## config.mk

```make
export PLATFORM = sky130hd
export DESIGN_NAME = riscv_slave_loader
export DESIGN_NICKNAME = d
export VERILOG_FILES = /design/src/rtl/riscv_slave_loader.sv
export SDC_FILE = /design/constraint.sdc
export NUM_CORES = 1
export LEC_CHECK = 0
export CELL_PAD_IN_SITES_DETAIL_PLACEMENT = 0
export CELL_PAD_IN_SITES_GLOBAL_PLACEMENT = 2
export CORE_MARGIN = 2
export CORE_UTILIZATION = 10
export CTS_CLUSTER_SIZE = 12
export DETAILED_ROUTE_END_ITERATION = 10
export GPL_TIMING_DRIVEN = 0
export HOLD_SLACK_MARGIN = 0.02
export PLACE_DENSITY_LB_ADDON = 0.1
export SLEW_MARGIN = 20
export SYNTH_ARGS = -nofsm -noshare
export SYNTH_HDL_FRONTEND = slang
export SYNTH_SLANG_ARGS = --single-unit
```

## constraint.sdc

```tcl
create_clock -name clk -period 3.2 [get_ports clk]
set_clock_uncertainty 0.05 [all_clocks]
set_input_delay 0.96 -clock clk [delete_from_list [all_inputs] [get_ports clk]]
set_output_delay 0.96 -clock clk [all_outputs]
set_load 0.02 [all_outputs]
```

## src/rtl/riscv_slave_loader.sv

```systemverilog
// riscv_slave_loader
//   Feeds the Riscv slave register array. A valid/ready input stream fills
//   entries 0..depth-1 in order; once full, a drain_start pulse reads every
//   entry back in order onto a valid/ready output stream, then re-arms for
//   the next fill.
//
// Ports
//   clk, nrst            clock, asynchronous active-low reset
//   s_valid/s_data/s_ready     input word stream
//   drain_start          starts read-back (honoured only when full)
//   m_valid/m_data/m_ready     read-back word stream
//   full                 all depth entries written, awaiting drain
//   done                 one-cycle pulse after the last read-back word is taken
//   fill_count           entries written in the current fill
//   address/w_enable/w_data    slave write/read port
//   r_data               slave read data (one cycle behind address)
//
// state    | meaning
// ---------+-------------------------------------------------------
// ST_FILL  | accepting words, writing slave entry wr_ptr
// ST_FULL  | all entries written, input held off, waiting drain_start
// ST_DRAIN | reading entry rd_ptr back, one word per two cycles

module riscv_slave_loader #(
  parameter  int abits       = 4,
  parameter  int depth       = 4,
  parameter  int log2_dbytes = 3,
  localparam int DW          = 8 * (2 ** log2_dbytes),
  localparam int CW          = $clog2(depth + 1)
) (
  input  logic          clk,
  input  logic          nrst,
  input  logic          s_valid,
  input  logic [0:DW-1] s_data,
  output logic          s_ready,
  input  logic          drain_start,
  output logic          m_valid,
  output logic [0:DW-1] m_data,
  input  logic          m_ready,
  output logic          full,
  output logic          done,
  output logic [CW-1:0] fill_count,
  output logic [0:abits-1] address,
  output logic          w_enable,
  output logic [0:DW-1] w_data,
  input  logic [0:DW-1] r_data
);

  localparam int PW = (depth > 1) ? $clog2(depth) : 1;
  localparam logic [PW-1:0] LAST = PW'(depth - 1);

  typedef enum logic [1:0] {ST_FILL, ST_FULL, ST_DRAIN} state_t;

  state_t        state;
  logic [PW-1:0] wr_ptr;
  logic [PW-1:0] rd_ptr;
  logic          primed;
  logic [PW-1:0] addr_ptr;

  assign s_ready  = (state == ST_FILL);
  assign full     = (state == ST_FULL);
  assign w_enable = s_ready & s_valid;
  assign w_data   = s_data;
  // primed means r_data already reflects rd_ptr, i.e. address has been
  // stable for one full cycle.
  assign m_valid  = primed;
  assign m_data   = r_data;

  always_comb begin
    addr_ptr = '0;
    case (state)
      ST_FILL:  addr_ptr = wr_ptr;
      ST_DRAIN: addr_ptr = rd_ptr;
      default:  addr_ptr = '0;
    endcase
  end

  // Pointer zero-extended; numeric LSB lands on address[abits-1].
  assign address = abits'(addr_ptr);

  always_ff @(posedge clk or negedge nrst) begin
    if (!nrst) begin
      state      <= ST_FILL;
      wr_ptr     <= '0;
      rd_ptr     <= '0;
      fill_count <= '0;
      primed     <= 1'b0;
      done       <= 1'b0;
    end else begin
      done <= 1'b0;
      case (state)
        ST_FILL: begin
          if (s_valid) begin
            fill_count <= fill_count + CW'(1);
            if (wr_ptr == LAST) begin
              wr_ptr <= '0;
              state  <= ST_FULL;
            end else begin
              wr_ptr <= wr_ptr + PW'(1);
            end
          end
        end
        ST_FULL: begin
          if (drain_start) begin
            state  <= ST_DRAIN;
            rd_ptr <= '0;
            primed <= 1'b0;
          end
        end
        ST_DRAIN: begin
          if (primed && m_ready) begin
            // Dropping primed forces a fresh read cycle at the new address,
            // which gives the mandated two-cycle word spacing.
            primed <= 1'b0;
            if (rd_ptr == LAST) begin
              done       <= 1'b1;
              state      <= ST_FILL;
              rd_ptr     <= '0;
              wr_ptr     <= '0;
              fill_count <= '0;
            end else begin
              rd_ptr <= rd_ptr + PW'(1);
            end
          end else if (!primed) begin
            primed <= 1'b1;
          end
        end
        default: state <= ST_FILL;
      endcase
    end
  end

endmodule

```

## Word level (Yosys, flattened, before mapping)

Cells that the tools add are included.

| word-level totals | value |
|---|---|
| register bits | 11 |
| input bits | 133 |
| output and inout port bits | 140 |
| word-level logic and storage cells | 51 |

| cells by class | value |
|---|---|
| add/subtract/negate cells | 3 |
| eq/ne operators | 9 |
| muxes and demuxes | 24 |
| bitwise operators | 1 |
| reductions and logical operators | 8 |

Operator list:

| kind | count |
|---|---|
| two-way mux 2 bit | 10 |
| one-hot mux 2 bit (2 select lines) | 3 |
| two-way mux 3 bit | 3 |
| inequality test 2 bit, second input constant | 4 |
| == test 2 bit, second input constant | 3 |
| one-hot mux 2 bit (3 select lines) | 1 |
| one-hot mux 3 bit (2 select lines) | 1 |
| two-way mux 1 bit | 5 |
| AND reduction 5 bit | 1 |
| adder 2 x 1 -> 2 bit, second input constant | 2 |
| AND reduction 4 bit | 1 |
| nonzero test 2 bit | 2 |
| adder 3 x 1 -> 3 bit, second input constant | 1 |
| AND reduction 3 bit | 1 |
| == test 2 x 1 -> 1 bit, second input constant | 1 |
| logical NOT 2 bit | 1 |
| inequality test 2 x 1 -> 1 bit, second input constant | 1 |
| one-hot mux 1 bit (2 select lines) | 1 |
| AND reduction 2 bit | 1 |
| AND 1 bit | 1 |
| logical AND 1 bit | 1 |

## Logic depth before layout (Yosys ltp)

| logic depth | value |
|---|---|
| depth in word-level cells | 4 |
| gate-level depth with buffers | 4 |
| gate-level depth less buffers | 4 |

## Least setup slack after synthesis

Ideal clock, no wire load.

| timing | value |
|---|---|
| kind | input to output |
| from | in s_valid |
| to | out w_enable |
| data arrival time | 1.306 ns |
| required time | 2.190 ns |
| path slack | 0.884 ns |
| stages | 1 |
| buffers on the path | 0 |
| path through | nor3b_2 |

| between the ends | value |
|---|---|
| word-level cells in the longest chain between the ends | 1 |

RTL lines:

| what | line | RTL |
|---|---|---|
| from (decl) | 33 | `input logic s_valid,` |
| AND 1 bit | 62 | `assign w_enable = s_ready & s_valid;` |
| to (decl) | 44 | `output logic w_enable,` |

No other way between the ends.

## Final worst setup path

Ends and elaborated chain as after synthesis.

==> qor.csv <==
metric,value,unit
pwr-share-comb,0.650,
clock_latency,0.24,ns
sequentialPowerShare,0.184,
switching_share,0.404,
clkPwrFrac,0.165,
yosysWarnings,0,
ir_worst_vdd,0.151,mV
drc_errors,0,
netlist_instances,196,
cts_tree,yes,
synth_top_cell_area_share,0.605,
worstSetupStartpointType,input pin,
ys.flop_type,dfrtp_1,
powerDensity,423,nW/µm²
drv_slew,0,
synth_area,1630,µm²
slowest_delay,0.64,ns
syn2layout_area_growth,109,%
port_buffers,142,
yosysSeqAreaShare,0.169,
synth_area_leader_cell,buf_4,
intPower,0.857,mW
die_width,132,µm
dr.pass1.iters,4,
power,1.44,mW
crit_arrival,2.11,ns
finalHoldViolCount,0,
clockBufferDepth,2,
switchingPower,0.582,mW
root_buffer,clkbuf_16,
wl_per_cell,10.5,µm
wl,5850,µm
synth_common_cells,"buf_4, dfrtp_1, nor2_1, inv_1, o22ai_1",
drt_iter0_markers,40,
htreeDepth,1,
power.leakage,1.54,nW
die_y,132,µm
cts.clk_slew.worst_paths,0.04,ns
via_count,1659,
max_cap_violations,0,
ys_seq_elements,11,
required,2.19,ns
grt_pass1_vias,1799,
rsz0062_at_grt,no,
fillers,1819,
antenna_found_initial,0,
worst_setup_path_end_kind,primary output,
grt_max_degree,12,
hold_slack,0.485,ns
period_needed,3.12,ns
cp.buffers_inverters,2,
synthArstFlopShare,1.00,
regArea,275,µm²
cp_max_fo,8,
multi_input_area,330,µm²
crit_family,buffers and inverters,
cts_setup_buffers,0,
gp_congestion,0.665,
cts-buffers-inserted,3,
grt.overflow.total,0,
path_class,input pin to primary output,
synth_cell_type_count,28,
drive_gt1_frac,0.417,
synth_most_common_cell,buf_4,
num_io_pins,273,
finalSetupTns,0,ns
ant_nets,0,
initial_utilization,0.102,
slew_headroom,0.607,
avgSynthCellArea,8.30,µm²
synth.area.top_cells,"buf_4, dfrtp_1, ha_1, o22ai_1, mux2i_1",
slowest_stage,clkdlybuf4s50_1,
rows,46,
vias_per_cell,2.97,
nets,480,
crit_chain,clkdlybuf4s15_2 > nor3b_2 > clkdlybuf4s50_1,
hp-class,flop to flop,
setup_violations,0,
fp.coreArea,15900,µm²
status,"finished, final reports clean",
die-area,17300,µm²
max_freq,0.321,GHz
period_share,0.974,
worstMarginPinSlew,0.588,ns
grt_use_total,0.0646,
hpwlAfterDp,5190,µm
synth_edf_count,0,
clock_sinks,11,
grt_pass1_wl,9070,µm
num_antenna_cells,0,
[registers in the layout, indices dropped and copies added (netlist names)]
signal	cells
fill_count	3
wr_ptr	2
rd_ptr	2
m_valid	1
done	1
state	2
[timing repair]
| action | in CTS | in global routing |
|---|---|---|
| setup endpoints to repair | 1 | 0 |
| hold buffers | 0 | 0 |
| resized for setup | 3 | 0 |
| hold endpoints to repair | 0 | 0 |
[area by class of cell]
class | count | area share
repair buffers | 142 | 0.418
plain buffers | 133 | 0.296
multi-input cells | 48 | 0.0971
flip-flops and latches | 11 | 0.0809
well taps | 216 | 0.0794
clock buffers | 4 | 0.0232
inverters | 5 | 0.00552
[cells in the final DEF (no fill, tap or decap), types with 2 or more instances in the layout]
master / instances
a2bb2oi_1: 3
conb_1: 2
ha_1: 3
mux2i_1: 3
o22ai_1: 5
and3_1: 2
inv_1: 5
o21ai_0: 2
clkbuf_16: 3
buf_6: 2
nand2_1: 4
a21oi_1: 3
dfrtp_1: 11
nor2_1: 6
clkdlybuf4s50_1: 141
buf_4: 131
nand2b_1: 2
[power groups by stage]
stage	logic [mW]	clock network (mW)	registers (mW)
global route	1.01	0.255	0.276
floorplan	0.553	0	0.278
finish	0.936	0.238	0.265
detailed placement	0.954	0	0.266
CTS	0.956	0.247	0.265
global placement	0.958	0	0.269
[per-layer routing]
metal / vias to the layer above / track usage / routed length (µm)
li1: 786 / - / -
met1: 725 / 0.0526 / 1660
met4: 0 / 0.00906 / 29
met5: - / 0 / 0
met2: 143 / 0.136 / 3310
met3: 5 / 0.0340 / 855
[path summary, 6_finish.rpt]
path,start,end,slack (ns),cells past startpoint
worst max-delay path,s_valid,w_enable,0.08,3
worst min-delay path,rd_ptr[0]$_DFFE_PN0P_,rd_ptr[0]$_DFFE_PN0P_,0.48,1
worst max register to register,rd_ptr[1]$_DFFE_PN0P_,wr_ptr[0]$_DFFE_PN0P_,1.80,4
worst min register to register,rd_ptr[0]$_DFFE_PN0P_,rd_ptr[0]$_DFFE_PN0P_,0.48,1
max in group asynchronous,nrst,fill_count[2]$_DFFE_PN0P_,1.67,1
min in group asynchronous,nrst,done$_DFF_PN0_,1.04,1
[stage by stage]
step / area [µm²] / std cells / utilization / setup slack [ns]
4_1_cts: 3400 / 559 / 0.214 / 0.0397
6_report: 3400 / 559 / 0.214 / 0.0840
3_5_place_dp: 3320 / 555 / 0.209 / -0.371
2_1_floorplan: 1630 / 197 / - / 0.884
5_1_grt: 3400 / 559 / 0.214 / 0.0180
3_3_place_gp: 3320 / 555 / 0.209 / -0.361
[kinds of logic (layout without fill, tap and decap cells)]
kind of cell	Yosys count	after routing	share of synthesized area
AOI/OAI and AO/OA	16	16	0.0638
adders and majority gates	3	3	0.0231
buffers and inverters	138	284	0.630
DFF	11	11	0.169
muxes	4	4	0.0277
other	1	2	0.00231
and+or+nand+nor	23	23	0.0838
[worst reg2reg max path: stages (launching register included)]
cell and delay, ns:
dfrtp_1 0.41, ha_1 0.23, nand3_2 0.11, a21oi_2 0.33, o22ai_1 0.14
(Power assumes the default switching activity.)
